### src/rtl/pixel_alu_sequencer_if.sv
`default_nettype none
// ============================================================================
//  Module   : pixel_alu_sequencer_if
//  Purpose  : Bundles the pixel RAM read/write ports and the combinational
//             ALU operand/result lines that connect the sequencer to its
//             datapath.
//  Ports    : master modport (sequencer side)
//               out mem_rd_en, mem_rd_addr  -- pixel RAM read strobe/address
//               in  mem_rd_data             -- read data, 1 cycle after strobe
//               out alu_a, alu_b, alu_fun   -- ALU operands and function
//               in  alu_out                 -- ALU result (combinational)
//               out mem_wr_en, mem_wr_addr, mem_wr_data -- pixel RAM write
//             slave modport is the mirror image (RAM / ALU side).
//  Revision : 1.0  initial release
// ============================================================================
interface pixel_alu_sequencer_if #(
  parameter int ADDR_W = 16
) ();
  logic              mem_rd_en;
  logic [ADDR_W-1:0] mem_rd_addr;
  logic [7:0]        mem_rd_data;
  logic [7:0]        alu_a;
  logic [7:0]        alu_b;
  logic [2:0]        alu_fun;
  logic [7:0]        alu_out;
  logic              mem_wr_en;
  logic [ADDR_W-1:0] mem_wr_addr;
  logic [7:0]        mem_wr_data;

  modport master (
    output mem_rd_en, mem_rd_addr,
    input  mem_rd_data,
    output alu_a, alu_b, alu_fun,
    input  alu_out,
    output mem_wr_en, mem_wr_addr, mem_wr_data
  );

  modport slave (
    input  mem_rd_en, mem_rd_addr,
    output mem_rd_data,
    input  alu_a, alu_b, alu_fun,
    output alu_out,
    input  mem_wr_en, mem_wr_addr, mem_wr_data
  );
endinterface
`default_nettype wire

### src/rtl/pixel_alu_sequencer.sv
`default_nettype none
// ============================================================================
//  Module   : pixel_alu_sequencer
//  Purpose  : Walks a block of LEN pixels from SRC_BASE through the external
//             combinational 8-bit ALU with a key operand and writes each
//             result to DST_BASE, one pixel every 4 cycles
//             (RD -> WAIT -> EXEC -> WR).
//  Ports    : clk, rst_n          -- clock, asynchronous active-low reset
//             start, abort        -- job launch pulse / job cancel
//             cfg_fun/key/src/dst/len -- job configuration, latched on start
//             bus (master)        -- pixel RAM and ALU connections
//             busy, done, aborted -- job status
//  Options  : PIXEL_SEQ_KEY_ROTATE_EN -- when defined, the working key rotates
//             left by one bit after every pixel write.
//  Revision : 1.0  initial release
// ============================================================================
module pixel_alu_sequencer #(
  parameter int ADDR_W = 16,
  parameter int LEN_W  = 16
) (
  input  wire logic              clk,
  input  wire logic              rst_n,
  input  wire logic              start,
  input  wire logic              abort,
  input  wire logic [2:0]        cfg_fun,
  input  wire logic [7:0]        cfg_key,
  input  wire logic [ADDR_W-1:0] cfg_src,
  input  wire logic [ADDR_W-1:0] cfg_dst,
  input  wire logic [LEN_W-1:0]  cfg_len,
  pixel_alu_sequencer_if.master  bus,
  output      logic              busy,
  output      logic              done,
  output      logic              aborted
);

  typedef enum logic [2:0] {
    ST_IDLE = 3'd0,
    ST_RD   = 3'd1,
    ST_WAIT = 3'd2,
    ST_EXEC = 3'd3,
    ST_WR   = 3'd4,
    ST_FIN  = 3'd5
  } state_t;

  state_t            r_state;
  state_t            w_state_next;

  logic [2:0]        r_fun;
  logic [7:0]        r_key;       // working key (rotates when the option is on)
  logic [ADDR_W-1:0] r_src;
  logic [ADDR_W-1:0] r_dst;
  logic [LEN_W-1:0]  r_len;
  logic [LEN_W-1:0]  r_idx;
  logic [7:0]        r_result;
  logic [7:0]        r_alu_a;     // doubles as the pixel register
  logic [7:0]        r_alu_b;
  logic [2:0]        r_alu_fun;
  logic              r_aborted;

  logic              w_busy;
  logic              w_accept;
  logic              w_last;
  logic [7:0]        w_operand_b;
  logic [ADDR_W-1:0] w_rd_addr;
  logic [ADDR_W-1:0] w_wr_addr;

  // FIN is deliberately not part of busy: busy falls as done rises.
  assign w_busy   = (r_state == ST_RD) || (r_state == ST_WAIT) ||
                    (r_state == ST_EXEC) || (r_state == ST_WR);
  // abort takes priority over a start seen in the same IDLE cycle.
  assign w_accept = (r_state == ST_IDLE) && start && !abort;
  assign w_last   = ((r_idx + LEN_W'(1)) == r_len);

  // Shift-type functions only use the low three key bits as the amount.
  assign w_operand_b = (r_fun >= 3'd4) ? {5'b0, r_key[2:0]} : r_key;

  // Address sums wrap naturally at ADDR_W bits.
  assign w_rd_addr = r_src + ADDR_W'(r_idx);
  assign w_wr_addr = r_dst + ADDR_W'(r_idx);

  // --------------------------------------------------------------------------
  // Next-state logic
  // --------------------------------------------------------------------------
  always_comb begin
    w_state_next = r_state;
    case (r_state)
      ST_IDLE: begin
        if (w_accept) begin
          w_state_next = (cfg_len == '0) ? ST_FIN : ST_RD;
        end
      end
      ST_RD:   w_state_next = ST_WAIT;
      ST_WAIT: w_state_next = ST_EXEC;
      ST_EXEC: w_state_next = ST_WR;
      ST_WR:   w_state_next = w_last ? ST_FIN : ST_RD;
      ST_FIN:  w_state_next = ST_IDLE;
      default: w_state_next = ST_IDLE;
    endcase
    if (w_busy && abort) begin
      w_state_next = ST_IDLE;
    end
  end

  // --------------------------------------------------------------------------
  // State register
  // --------------------------------------------------------------------------
  always_ff @(posedge clk or negedge rst_n) begin
    if (!rst_n) begin
      r_state <= ST_IDLE;
    end else begin
      r_state <= w_state_next;
    end
  end

  // --------------------------------------------------------------------------
  // Datapath registers
  // --------------------------------------------------------------------------
  always_ff @(posedge clk or negedge rst_n) begin
    if (!rst_n) begin
      r_fun     <= '0;
      r_key     <= '0;
      r_src     <= '0;
      r_dst     <= '0;
      r_len     <= '0;
      r_idx     <= '0;
      r_result  <= '0;
      r_alu_a   <= '0;
      r_alu_b   <= '0;
      r_alu_fun <= '0;
      r_aborted <= 1'b0;
    end else begin
      r_aborted <= w_busy && abort;
      case (r_state)
        ST_IDLE: begin
          if (w_accept) begin
            r_fun <= cfg_fun;
            r_key <= cfg_key;
            r_src <= cfg_src;
            r_dst <= cfg_dst;
            r_len <= cfg_len;
            r_idx <= '0;
          end
        end
        ST_WAIT: begin
          // Loading here presents the operands for the whole EXEC cycle; an
          // abort suppresses the load so the ALU lines keep their old values.
          if (!abort) begin
            r_alu_a   <= bus.mem_rd_data;
            r_alu_b   <= w_operand_b;
            r_alu_fun <= r_fun;
          end
        end
        ST_EXEC: begin
          r_result <= (r_fun == 3'd0) ? r_alu_a : bus.alu_out;
        end
        ST_WR: begin
          r_idx <= r_idx + LEN_W'(1);
`ifdef PIXEL_SEQ_KEY_ROTATE_EN
          r_key <= {r_key[6:0], r_key[7]};
`endif
        end
        default: begin
        end
      endcase
    end
  end

  // --------------------------------------------------------------------------
  // Outputs: strobes decode straight from the state so an asynchronous reset
  // removes them immediately; addresses/data are zeroed outside their strobe.
  // --------------------------------------------------------------------------
  assign bus.mem_rd_en   = (r_state == ST_RD);
  assign bus.mem_rd_addr = (r_state == ST_RD) ? w_rd_addr : '0;
  assign bus.mem_wr_en   = (r_state == ST_WR);
  assign bus.mem_wr_addr = (r_state == ST_WR) ? w_wr_addr : '0;
  assign bus.mem_wr_data = (r_state == ST_WR) ? r_result  : '0;
  assign bus.alu_a       = r_alu_a;
  assign bus.alu_b       = r_alu_b;
  assign bus.alu_fun     = r_alu_fun;

  assign busy    = w_busy;
  assign done    = (r_state == ST_FIN);
  assign aborted = r_aborted;

endmodule
`default_nettype wire

### src/flat_wrapper.sv
// flat-port wrapper written by rule: the top's interface ports become plain ports
module pixel_alu_sequencer_flat 
#(
  parameter int ADDR_W = 16,
  parameter int LEN_W  = 16
)
  (clk, rst_n, start, abort, cfg_fun, cfg_key, cfg_src, cfg_dst, cfg_len, busy, done, aborted, bus_mem_rd_en, bus_mem_rd_addr, bus_mem_rd_data, bus_alu_a, bus_alu_b, bus_alu_fun, bus_alu_out, bus_mem_wr_en, bus_mem_wr_addr, bus_mem_wr_data);
  pixel_alu_sequencer_if #(.ADDR_W(ADDR_W)) bus_i ();
  input  wire logic clk;
  input  wire logic rst_n;
  input  wire logic start;
  input  wire logic abort;
  input  wire logic [2:0] cfg_fun;
  input  wire logic [7:0] cfg_key;
  input  wire logic [ADDR_W-1:0] cfg_src;
  input  wire logic [ADDR_W-1:0] cfg_dst;
  input  wire logic [LEN_W-1:0] cfg_len;
  output      logic busy;
  output      logic done;
  output      logic aborted;
  output wire logic [$bits(bus_i.mem_rd_en)-1:0] bus_mem_rd_en;
  output wire logic [$bits(bus_i.mem_rd_addr)-1:0] bus_mem_rd_addr;
  input wire logic [$bits(bus_i.mem_rd_data)-1:0] bus_mem_rd_data;
  output wire logic [$bits(bus_i.alu_a)-1:0] bus_alu_a;
  output wire logic [$bits(bus_i.alu_b)-1:0] bus_alu_b;
  output wire logic [$bits(bus_i.alu_fun)-1:0] bus_alu_fun;
  input wire logic [$bits(bus_i.alu_out)-1:0] bus_alu_out;
  output wire logic [$bits(bus_i.mem_wr_en)-1:0] bus_mem_wr_en;
  output wire logic [$bits(bus_i.mem_wr_addr)-1:0] bus_mem_wr_addr;
  output wire logic [$bits(bus_i.mem_wr_data)-1:0] bus_mem_wr_data;
  assign bus_mem_rd_en = bus_i.mem_rd_en;
  assign bus_mem_rd_addr = bus_i.mem_rd_addr;
  assign bus_i.mem_rd_data = bus_mem_rd_data;
  assign bus_alu_a = bus_i.alu_a;
  assign bus_alu_b = bus_i.alu_b;
  assign bus_alu_fun = bus_i.alu_fun;
  assign bus_i.alu_out = bus_alu_out;
  assign bus_mem_wr_en = bus_i.mem_wr_en;
  assign bus_mem_wr_addr = bus_i.mem_wr_addr;
  assign bus_mem_wr_data = bus_i.mem_wr_data;
  pixel_alu_sequencer #(.ADDR_W(ADDR_W), .LEN_W(LEN_W)) u_core (.clk(clk), .rst_n(rst_n), .start(start), .abort(abort), .cfg_fun(cfg_fun), .cfg_key(cfg_key), .cfg_src(cfg_src), .cfg_dst(cfg_dst), .cfg_len(cfg_len), .bus(bus_i), .busy(busy), .done(done), .aborted(aborted));
endmodule
### config.mk
export PLATFORM = sky130hd
export DESIGN_NAME = pixel_alu_sequencer_flat
export DESIGN_NICKNAME = d
export VERILOG_FILES = /design/src/rtl/pixel_alu_sequencer_if.sv /design/src/rtl/pixel_alu_sequencer.sv /design/src/flat_wrapper.sv
export SDC_FILE = /design/constraint.sdc
export NUM_CORES = 1
export LEC_CHECK = 0
export ABC_AREA = 1
export CORE_MARGIN = 1.5
export CORE_UTILIZATION = 53
export CTS_BUF_LIST = sky130_fd_sc_hd__clkbuf_4
export CTS_CLUSTER_DIAMETER = 200
export CTS_CLUSTER_SIZE = 8
export DETAILED_ROUTE_END_ITERATION = 10
export HOLD_SLACK_MARGIN = 0.02
export PLACE_DENSITY = 0.82
export SYNTH_ARGS = -nofsm -noshare
export SYNTH_HDL_FRONTEND = slang
export SYNTH_SLANG_ARGS = --single-unit
### constraint.sdc
create_clock -name clk -period 2.16 [get_ports clk]
set_input_delay 0.216 -clock clk [delete_from_list [all_inputs] [get_ports clk]]
set_output_delay 0.216 -clock clk [all_outputs]
set_load 0.02 [all_outputs]
# Yosys cells after proc, flatten, opt, wreduce, memory -nomap -nowiden
# Cells that the tools add are included.
# totals
out_inout_bits,64
word_cells,51
input_bits,79
reg_bits,106
# classes
n_bitwise,1
reduce_logical,14
n_addsub,3
n_mux,12
n_eq_ne,8
n_lt_le_gt_ge,1
# ops
operator,n
two-way mux 16 bit,3
adder 16 bit,2
case mux 16 bit (2 select lines),1
two-way mux 8 bit,3
adder 16 x 1 -> 16 bit (second input constant),1
equality test 16 bit,1
logical NOT 16 bit,1
case mux 3 bit (5 select lines),1
two-way mux 3 bit,4
equality test 3 x 2 -> 1 bit (second input constant),2
equality test 3 bit (second input constant),2
logical NOT 3 bit,2
AND reduction 2 bit,3
equality test 3 x 1 -> 1 bit (second input constant),1
greater-or-equal comparator 3 bit (second input constant),1
logical AND 1 bit,3
logical OR 1 bit,3
inequality test 3 x 2 -> 1 bit (second input constant),1
inequality test 2 x 1 -> 1 bit (second input constant),1
nonzero test 2 bit,1
logical NOT 1 bit,1
NOT 1 bit,1

# Longest topological paths before layout
# depth
depth_word,6
ltp_mapped,13
depth_no_buf,12

# Worst setup path before layout
# Ideal clock, no wire load.
# synth_timing
path_type,reg-to-output
start,register u_core.r_idx[0]
end,output bus_mem_wr_addr[10]
t_arrival_ps,1977
setup_slack_ps,-33
stages_incl_launch_ff,11
n_path_buf,0
path_cell_list,dfrtp_1 -> ha_1 -> fa_1 -> nand3_1 -> nand3_1 -> nand2_1 -> a31oi_1 -> nand2_1 -> nand3_1 -> xnor2_1 -> nor2_1
# synth_via
elab_chain_cells,2
# synth_lines
element,line_no,text
from (decl),pixel_alu_sequencer.sv:53,logic [LEN_W-1:0] r_idx;
from (signal assigned),pixel_alu_sequencer.sv:157,r_idx <= r_idx + LEN_W'(1);
adder 16 bit,pixel_alu_sequencer.sv:79,assign w_wr_addr = r_dst + ADDR_W'(r_idx);
two-way mux 16 bit,pixel_alu_sequencer.sv:175,assign bus.mem_wr_addr = (r_state == ST_WR) ? w_wr_addr : '0;
to (decl),flat_wrapper.sv:29,output wire logic [$bits(bus_i.mem_wr_addr)-1:0] bus_mem_wr_addr;
# No other way between the ends.

# Worst setup path after layout
# layout_timing
start,register u_core.r_idx[13]
end,output bus_mem_wr_addr[14]
# The elaborated chain is that of the path after synthesis.

==> impl_metrics.py <==
metrics = {
    "outcome": {
        "outcome": "complete, but fails checks",
        "violations": "negative setup slack",
    },
    "floorplanning": {
        "die_w_um": 114,
        "start_util": 0.541,
        "design.die.area_um2": 12900,
        "core_region_area_um2": 12000,
        "rows": 40,
        "die_h_um": 114,
        "io-pin-count": 143,
    },
    "timing": {
        "slew_violations": 0,
        "rsz0062_at_grt": "yes",
        "tightest_slew_ns": 0.841,
        "finalHoldViolations": 0,
        "setup_tns_ns": -16.70,
        "skew_ns": 0.0266,
        "fmax_ghz": 0.301,
        "setup_violations": 31,
        "period_share": 1.54,
        "period_needed_ns": 3.33,
        "fin_ws_ns": -1.17,
        "relSlewSlack": 0.433,
    },
    "setup_path": {
        "crit_fanout": 4,
        "crit-reg2reg-launch": "u_core.r_idx[1]$_DFFE_PN0P_",
        "critPathTopFamily": "compound AO/OA/AOI/OAI gates",
        "crit_chain": "buf_4 > ha_1 > nand2_1 > o21ai_0 > a21oi_1 > nand3_1 > nand2_1 > nor2_1 > buf_4",
        "path_buf_inv": 2,
        "r2r_setup_slack_ns": -0.08,
        "ff2ff_path_depth": 13,
        "required_ns": 1.94,
        "path_class": "flop to primary output",
        "cp-end-kind": "primary output",
        "r2r_end": "u_core.r_state[2]$_DFFE_PN0P_",
        "crit_path_start_kind": "flop",
        "arrival_ns": 3.11,
        "cpPeakStageDelay_ns": 0.69,
        "critPathSlowestCell": "o21ai_0",
    },
    "clocking": {
        "cts_root_buf": "clkbuf_4",
        "clk-insertion-delay-late_ns": 0.54,
        "cts_buffer_depth": 2,
        "numCtsBuffers": 9,
        "path_clk_slew_ns": 0.19,
        "cts_htree_levels": 3,
        "clock_sinks": 106,
        "cts_tree": "yes",
    },
    "yosys": {
        "synth_top_area_frac": 0.410,
        "synth_area_per_cell_um2": 7.22,
        "synth_edf_count": 0,
        "synthesis.nets": 1009,
        "synthTopCellsByArea": "dfrtp_1 (41%), nand2_1 (17%), ha_1 (6.0%)",
        "ys_types": 34,
        "synth_ff_type": "dfrtp_1",
        "synth_commonest_cells": "nand2_1 (299), dfrtp_1 (106), inv_1 (99)",
        "yosys_warnings": 0,
        "ys_seq_area_frac": 0.410,
        "synth_most_common_cell": "nand2_1",
        "ys_seq_elements": 106,
        "yosysTopAreaCell": "dfrtp_1",
        "async_reset_ff_frac": 1.00,
        "syn_area_um2": 6480,
        "netlist_instances": 897,
    },
    "pwr": {
        "netSwitchingFraction": 0.468,
        "power_w": 0.0108,
        "power.density_nw_per_um2": 1060,
        "power.share.clock": 0.100,
        "seqPwrFrac": 0.322,
        "pwr-share-comb": 0.578,
        "switchingPower_w": 0.00507,
        "p_int_w": 0.00577,
        "leakage_nw": 4.92,
        "vdd_drop_max_uv": 885,
    },
    "routing": {
        "drtAntennaViolNets": 0,
        "wirelength_um": 28800,
        "drt_iter0_markers": 1265,
        "wl_per_cell_um": 21.8,
        "vias": 8081,
        "viasPerCell": 6.13,
        "drc": 0,
        "dr.pass1.iters": 6,
    },
    "run": {
        "drv_cap": 0,
    },
    "global_routing": {
        "first_global_vias": 7413,
        "grt_start_max_net_pins": 72,
        "grt_overflow_total": 0,
        "grt_antenna_before_repair": 1,
        "grtUsageTotal": 0.361,
        "grt_first_pass_wirelength_um": 36300,
    },
    "layout": {
        "final_nets": 1278,
        "final_cells": 1319,
        "areaGrowthSynthToFinish_pct": 58.6,
        "drive_above_1_share": 0.327,
    },
    "placement": {
        "gp_congestion": 0.938,
        "dp_cells": 1273,
        "dpl.hpwl_um": 14700,
        "port_buffers": 142,
    },
    "min_path": {
        "min_path_type": "input pin to async pin",
    },
}
==> how the worst max path moves through the flow <==
| stage | start | endpoint | slack (ns) | depth (start not counted) |
|---|---|---|---|---|
| after floorplan | u_core.r_idx[0]$_DFFE_PN0P_ | bus_mem_rd_addr[8] | 0.001 | 9 |
| after global placement | u_core.r_idx[0]$_DFFE_PN0P_ | bus_mem_wr_addr[10] | -0.52 | 11 |
| after detailed placement | u_core.r_idx[2]$_DFFE_PN0P_ | bus_mem_wr_addr[14] | -0.60 | 10 |
| after CTS | u_core.r_idx[0]$_DFFE_PN0P_ | bus_mem_wr_addr[10] | -0.52 | 11 |
| after global routing | u_core.r_idx[13]$_DFFE_PN0P_ | bus_mem_wr_addr[14] | -1.21 | 9 |
| final | u_core.r_idx[13]$_DFFE_PN0P_ | bus_mem_wr_addr[14] | -1.17 | 9 |
==> per-layer routing <==
layer / GRT usage / up-vias / part of all wire
met5: 0 / - / 0
met4: 0.230 / 0 / 0.086
met3: 0.0813 / 251 / 0.11
met2: 0.607 / 680 / 0.46
met1: 0.418 / 3707 / 0.34
li1: - / 3443 / -
==> worst register-to-register path, cell delays in order, from the launching register on <==
cell and delay (ns):
dfrtp_2 0.52, buf_6 0.15, buf_6 0.12, ha_4 0.16
inv_1 0.06, nor3_2 0.29, nand2_1 0.17, nand2_1 0.13
nand3_1 0.11, nand2_1 0.10, nand2_1 0.08, nor2_1 0.09
nand3_1 0.08, a21oi_1 0.12
==> area by class of cell <==
class	count	area [µm²]
antenna	1	2.50
clock buffer	9	67.6
clock inverter	7	70.1
fill	608	1690
inverter	101	387
multi-input combinational	666	4410
sequential	106	2670
tap	147	184
timing repair buffer	282	2480
==> cells in the final DEF (no fill, tap or decap), types with 21 or more instances in the layout <==
cell,n
buf_4,138
buf_6,29
clkdlybuf4s50_1,97
dfrtp_1,91
ha_4,25
inv_1,86
nand2_1,273
nand3_1,32
nor2_1,61
o21ai_0,42
o22ai_1,21
==> power groups by stage <==
stage,sequential [W],clock [W],combinational [W]
finish,0.00349,0.00109,0.00627
detailed placement,0.00331,0,0.00458
global placement,0.00328,0,0.00443
CTS,0.00336,0.00107,0.00508
global route,0.00354,0.00115,0.00666
floorplan,0.00338,0,0.00235
==> logic make-up (layout without fill, tap and decap cells) <==
group | Yosys count | count (layout) | share of synthesized area
compound gates | 138 | 138 | 0.121
xor+xnor | 18 | 18 | 0.0265
fa+ha+maj | 33 | 33 | 0.0661
buf+inv | 125 | 399 | 0.0744
flops | 106 | 106 | 0.410
other cells | 0 | 1 | 0
simple gates | 477 | 477 | 0.303
==> repair_timing <==
item | in CTS | in global routing
pin swaps | 46 | 59
gates resized for setup | 334 | 130
endpoints found under the setup margin | 44 | 43
buffers inserted | 13 | 22
hold endpoints to repair | 106 | 0
hold buffers | 1 | 0
==> through the flow <==
step / instance area (µm²) / util / worst slack (ns) / hold WS (ns)
after floorplan: 6480 / - / 0.00147 / -0.0796
after global placement: 8850 / 0.740 / -0.525 / 0.250
after detailed placement: 8850 / 0.740 / -0.598 / 0.252
after CTS: 9640 / 0.806 / -0.517 / 0.198
after global routing: 10300 / 0.859 / -1.21 / 0.186
final: 10300 / 0.859 / -1.17 / 0.200
==> sequential cells by signal, summed over array words and instances, names as in the netlist, 3 cells and up <==
register and flops:
u_core.bus.alu_a 8, u_core.bus.alu_b 8, u_core.bus.alu_fun 3, u_core.r_dst 16, u_core.r_fun 3, u_core.r_idx 16
u_core.r_key 8, u_core.r_len 16, u_core.r_result 8, u_core.r_src 16, u_core.r_state 3
Note: power is estimated with default switching activity, not from simulation.
